File: src/rtl/rf_pkg.sv
// Shared constants, clear-FSM state type and read-port slicing helper for the
// multiport register file.
package rf_pkg;

  localparam int RF_DW    = 32;
  localparam int RF_DEPTH = 32;
  localparam int RF_AW    = 5;

  typedef enum logic {
    CLR_IDLE = 1'b0,
    CLR_RUN  = 1'b1
  } clr_state_t;

  // Bit offset of read port k inside the packed raddr bus.
  function automatic int rf_slice(input int k, input int aw = RF_AW);
    return k * aw;
  endfunction

endpackage

File: src/rtl/rf_clear_fsm.sv
// Clear engine: walks every entry once, one per cycle, after reset or on a
// clr_req pulse; requests arriving mid-clear are ignored.
module rf_clear_fsm
  import rf_pkg::*;
#(
  parameter int DEPTH = RF_DEPTH,
  parameter int AW    = RF_AW
) (
  input  logic          clk,
  input  logic          rst,
  input  logic          clr_req,
  output logic          clr_busy,
  output logic          clr_we,
  output logic [AW-1:0] clr_addr,
  output clr_state_t    clr_state
);

  clr_state_t    state_q, state_d;
  logic [AW-1:0] ptr_q, ptr_d;
  logic          busy_q, busy_d;

  always_comb begin
    state_d = state_q;
    ptr_d   = ptr_q;
    case (state_q)
      CLR_IDLE: begin
        if (clr_req) begin
          state_d = CLR_RUN;
          ptr_d   = '0;
        end
      end
      CLR_RUN: begin
        ptr_d = ptr_q + 1'b1;
        // The last entry is written on this edge, so leave CLEAR on it.
        if (ptr_q == AW'(DEPTH - 1)) state_d = CLR_IDLE;
      end
      default: state_d = CLR_IDLE;
    endcase
    busy_d = (state_d == CLR_RUN);
  end

  always_ff @(posedge clk or negedge rst) begin
    if (!rst) begin
      state_q <= CLR_RUN;
      ptr_q   <= '0;
      busy_q  <= 1'b1;
    end else begin
      state_q <= state_d;
      ptr_q   <= ptr_d;
      busy_q  <= busy_d;
    end
  end

  assign clr_busy  = busy_q;
  assign clr_we    = busy_q;
  assign clr_addr  = ptr_q;
  assign clr_state = state_q;

endmodule

File: src/rtl/rf_multiport.sv
// Register file with NR_READ combinational read ports, two write ports (port 1
// wins a clash) and a clear engine. Define RF_BYPASS_EN for write-to-read bypass.
module rf_multiport
  import rf_pkg::*;
#(
  parameter int DW       = RF_DW,
  parameter int DEPTH    = RF_DEPTH,
  parameter int AW       = RF_AW,
  parameter int NR_READ  = 2,
  parameter int ZERO_REG = 1
) (
  input  logic                  clk,
  input  logic                  rst,
  input  logic                  we0,
  input  logic [AW-1:0]         waddr0,
  input  logic [DW-1:0]         wdata0,
  input  logic                  we1,
  input  logic [AW-1:0]         waddr1,
  input  logic [DW-1:0]         wdata1,
  input  logic [NR_READ*AW-1:0] raddr,
  output logic [NR_READ*DW-1:0] rdata,
  input  logic                  clr_req,
  output logic                  clr_busy
);

  logic          clr_we;
  logic [AW-1:0] clr_addr;
  clr_state_t    clr_state;
  logic          wr_open;

  rf_clear_fsm #(
    .DEPTH (DEPTH),
    .AW    (AW)
  ) u_clear (
    .clk       (clk),
    .rst       (rst),
    .clr_req   (clr_req),
    .clr_busy  (clr_busy),
    .clr_we    (clr_we),
    .clr_addr  (clr_addr),
    .clr_state (clr_state)
  );

  assign wr_open = (clr_state == CLR_IDLE);

  // Storage has no reset; the clear engine zeroes it after reset instead.
  logic [DW-1:0]    rf_q      [DEPTH];
  logic [DW-1:0]    rf_wdata_d[DEPTH];
  logic [DEPTH-1:0] rf_we_d;

  always_comb begin
    for (int i = 0; i < DEPTH; i++) begin
      rf_we_d[i]    = 1'b0;
      rf_wdata_d[i] = '0;
      if (clr_we) begin
        if (clr_addr == AW'(i)) rf_we_d[i] = 1'b1;
      end else if (wr_open && !(ZERO_REG != 0 && i == 0)) begin
        if (we1 && waddr1 == AW'(i)) begin
          rf_we_d[i]    = 1'b1;
          rf_wdata_d[i] = wdata1;
        end else if (we0 && waddr0 == AW'(i)) begin
          rf_we_d[i]    = 1'b1;
          rf_wdata_d[i] = wdata0;
        end
      end
    end
  end

  always_ff @(posedge clk) begin
    for (int i = 0; i < DEPTH; i++) begin
      if (rf_we_d[i]) rf_q[i] <= rf_wdata_d[i];
    end
  end

  for (genvar k = 0; k < NR_READ; k++) begin : g_rd
    logic [AW-1:0] ra;
    logic [DW-1:0] rd;

    assign ra = raddr[rf_slice(k, AW) +: AW];

    always_comb begin
      rd = rf_q[ra];
`ifdef RF_BYPASS_EN
      if (wr_open) begin
        if (we1 && waddr1 == ra) rd = wdata1;
        else if (we0 && waddr0 == ra) rd = wdata0;
      end
`endif
      if (ZERO_REG != 0 && ra == '0) rd = '0;
    end

    assign rdata[k*DW +: DW] = rd;
  end

endmodule

File: config.mk
export PLATFORM = sky130hd
export DESIGN_NAME = rf_multiport
export DESIGN_NICKNAME = d
export VERILOG_FILES = /design/src/rtl/rf_pkg.sv /design/src/rtl/rf_clear_fsm.sv /design/src/rtl/rf_multiport.sv
export SDC_FILE = /design/constraint.sdc
export NUM_CORES = 2
export LEC_CHECK = 0
export ABC_AREA = 0
export CORE_ASPECT_RATIO = 1.1
export CORE_MARGIN = 2
export CORE_UTILIZATION = 30
export CTS_BUF_LIST = sky130_fd_sc_hd__clkbuf_2
export DETAILED_ROUTE_END_ITERATION = 12
export GPL_TIMING_DRIVEN = 0
export HOLD_SLACK_MARGIN = 0.12
export PLACE_DENSITY = 0.54
export SYNTH_ARGS = -nofsm -noshare
export SYNTH_HDL_FRONTEND = slang
export SYNTH_SLANG_ARGS = --single-unit
export TNS_END_PERCENT = 1
File: constraint.sdc
create_clock -name clk -period 3.76 [get_ports clk]
set_input_delay 0.752 -clock clk [delete_from_list [all_inputs] [get_ports clk]]
set_output_delay 0.752 -clock clk [all_outputs]
set_load 0.1 [all_outputs]
==> impl_metrics.json <==
{
  "core.rowCount": 175,
  "vias": 57960,
  "cp_slowest_cell": "buf_1",
  "ys_types": 60,
  "fmax_ghz": 0.2095,
  "drv_cap": 0,
  "synthCells": 6505,
  "dpl-instance-area_um2": 68280,
  "synth.area.top_cells": "edfxtp_1, nand2_1, mux2i_1, a21oi_1, mux4_2",
  "clock_latency_ns": 1.79,
  "synth-edff-count": 992,
  "power.density_nw_per_um2": 408.1,
  "start_kind": "input pin",
  "cts_buffer_depth": 4,
  "cts_buffers": 281,
  "routed_via_density": 5.810,
  "ys_seq_elements": 998,
  "end_kind": "output pin",
  "worst_clock_skew_ns": 0.1250,
  "fin_area_um2": 72970,
  "outcome": "complete, but fails checks",
  "post-place-ws_ns": -2.806,
  "ys_seq_area_share_pct": 48.29,
  "finalWirelength_mm": 315.5,
  "path_clk_slew_ns": 0.13,
  "wl_per_cell_um": 31.63,
  "avgSynthCellArea_um2": 9.530,
  "critPathMaxFanout": 10,
  "violations": "negative setup slack",
  "antenna_found_initial": 13,
  "grt_pass1_wl_mm": 430.2,
  "grt_pass1_vias": 57240,
  "port_buffers": 147,
  "slew_viol_final": 0,
  "die_w_um": 437.4,
  "antenna_left": 0,
  "leakagePower_nw": 26.76,
  "die_area_um2": 210300,
  "ios": 154,
  "yosysTopAreaCellShare_pct": 48.05,
  "dp_hpwl_mm": 247.4,
  "grt_usage_pct": 29.03,
  "fin_ws_ns": -1.013,
  "post_cts_buffers": 0,
  "synth_top_cell_by_area": "edfxtp_1",
  "path_cells": "clkdlybuf4s50_1 -> buf_2 -> nand2b_2 -> buf_1 -> o22ai_1 -> nor3_1 -> a211oi_2 -> buf_4",
  "setup_tns_ns": -50.52,
  "die_h_um": 480.8,
  "ir_drop_mv": 0.3559,
  "finalSetupViolations": 125,
  "yosysWarnings": 0,
  "relSlewSlack_pct": 2.967,
  "fillers": 20700,
  "hold_viol_final": 0,
  "routabilityCongestion": 1.019,
  "hold-worst-slack_ns": 0.3670,
  "fin_cells": 9976,
  "overflow": 0,
  "max_stage_delay_ns": 0.75,
  "drtIter0Drc": 7817,
  "hp-class": "input pin to asynchronous set/reset pin",
  "fin_crit_sh_pct": 126.9,
  "crit_required_ns": 3.01,
  "post-route-util_pct": 35.42,
  "grt_setup_unrepaired": "yes",
  "initial_core_util_pct": 30.09,
  "final_nets": 7151,
  "cts_max_level": 5,
  "grt_max_degree": 33,
  "synth_ff_type": "edfxtp_1",
  "worstMarginPinSlew_ns": 1.456,
  "area_growth_pct": 17.70,
  "cp_data_arrival_time_ns": 4.02,
  "final.min_clock_period_ns": 4.773,
  "drive_gt1_share_pct": 19.08,
  "drtPass1Iterations": 8,
  "drc": 0,
  "cts_tree": "yes",
  "p_total_mw": 29.78,
  "clock_sinks": 998,
  "path_class": "input pin to output pin",
  "cts-root-buf": "clkbuf_2",
  "syn_nets": 6600,
  "dp_cells": 9425,
  "netlist_area_um2": 62000,
  "core_area_um2": 206000,
  "synth-async-reset-ratio_pct": 0.6012
}
## final timing paths
kind	start	slack [ns]	cells after the start	endpoint
max in group asynchronous	rst	3.10	3	u_clear.clr_state$_DFF_PN1_
max reg2reg	u_clear.clr_state$_DFF_PN1_	-0.07	6	rf_q[7][3]$_SDFFCE_PP0P_
min reg2reg	u_clear.clr_addr[2]$_DFFE_PN0P_	0.58	1	u_clear.clr_addr[2]$_DFFE_PN0P_
max	raddr[7]	-1.01	8	rdata[39]
min in group clk	wdata1[12]	0.38	4	rf_q[8][12]$_SDFFCE_PP0P_
min	rst	0.37	3	u_clear.clr_addr[3]$_DFFE_PN0P_
## what timing repair did
| action | CTS | global route |
|---|---|---|
| hold buffers | 95 | 0 |
| endpoints found under the hold margin | 405 | 0 |
| pin swaps | 56 | 23 |
| setup endpoints to repair | 194 | 104 |
| resized for setup | 750 | 77 |
## flip-flops by register name, indices dropped and copies added (netlist names)
register / flops
rf_q: 992
u_clear.clr_addr: 5
u_clear.clr_state: 1
## cells in the final DEF, fill, tap and decap left out, drive strengths merged, types with 54 or more instances in the layout
master / n
a211oi: 64
a21oi: 996
a22oi: 96
buf: 394
clkbuf: 812
clkdlybuf4s50: 80
clkinv: 54
dlygate4sd3: 95
edfxtp: 992
mux2: 128
mux2i: 577
mux4: 128
nand2: 1962
nor2: 63
nor3: 136
o21ai: 62
o22ai: 288
## layer usage
metal / up-vias / GRT usage (%) / wire, µm / part of all wire [%]
met5: - / 0 / 20 / 0.0063
met4: 2 / 22.30 / 28050 / 8.9
met3: 896 / 6.170 / 29320 / 9.3
met2: 3727 / 47.50 / 146800 / 47
met1: 28590 / 33.20 / 111300 / 35
li1: 24750 / - / - / -
## where the power goes
group	internal, mW	total, mW	switching, mW	leakage [nW]
combinational	2.29	7.77	5.48	15.6
clock	2.85	7.99	5.14	1.75
sequential	13.4	14.0	0.571	9.39
## synthesized netlist by cell type (11+ instances only)
cell type,n
and2_1,24
nor2_1,51
nand2_1,1960
mux2_2,128
or3_1,31
mux4_2,128
a22oi_1,96
buf_1,65
edfxtp_1,992
nor2b_1,45
a211oi_1,63
nor4_1,32
mux2i_1,577
a221oi_1,31
o21ai_1,24
o21ai_0,29
nor3_1,132
buf_2,213
buf_4,18
a221o_1,32
clkbuf_1,432
a21oi_1,996
o22ai_1,288
nand2b_1,11
nor2_2,12
## kinds of logic after synthesis
logic type | count (synthesis) | share of synthesized area [%]
adder cells (fa/ha/maj) | 6 | 0.1211
buffers and inverters | 742 | 5.140
AND/OR/NAND/NOR | 2354 | 15.71
AO/OA/AOI/OAI | 1571 | 14.43
XOR/XNOR | 1 | 0.01413
multiplexers | 833 | 16.29
flip-flops | 998 | 48.29
## critical path: cells and delay by family
kind | cells | cell delay, ns
buf+inv | 4 | 1.84
simple gates | 2 | 1.11
compound gates | 2 | 0.28
## final cells by class
type                    count  area (µm²)  area share (%)
multi-input cells        4765       30830           42.25
flip-flops and latches    998       29940           41.03
well taps                2743        3432           4.703
plain buffers             733        3309           4.535
repair buffers            272        3188           4.369
clock buffers             384        1922           2.634
clock inverters            60       291.5          0.3995
diodes                     16       40.04         0.05487
inverters                   5       18.77         0.02572
Note: power is estimated with default switching activity, not from simulation.
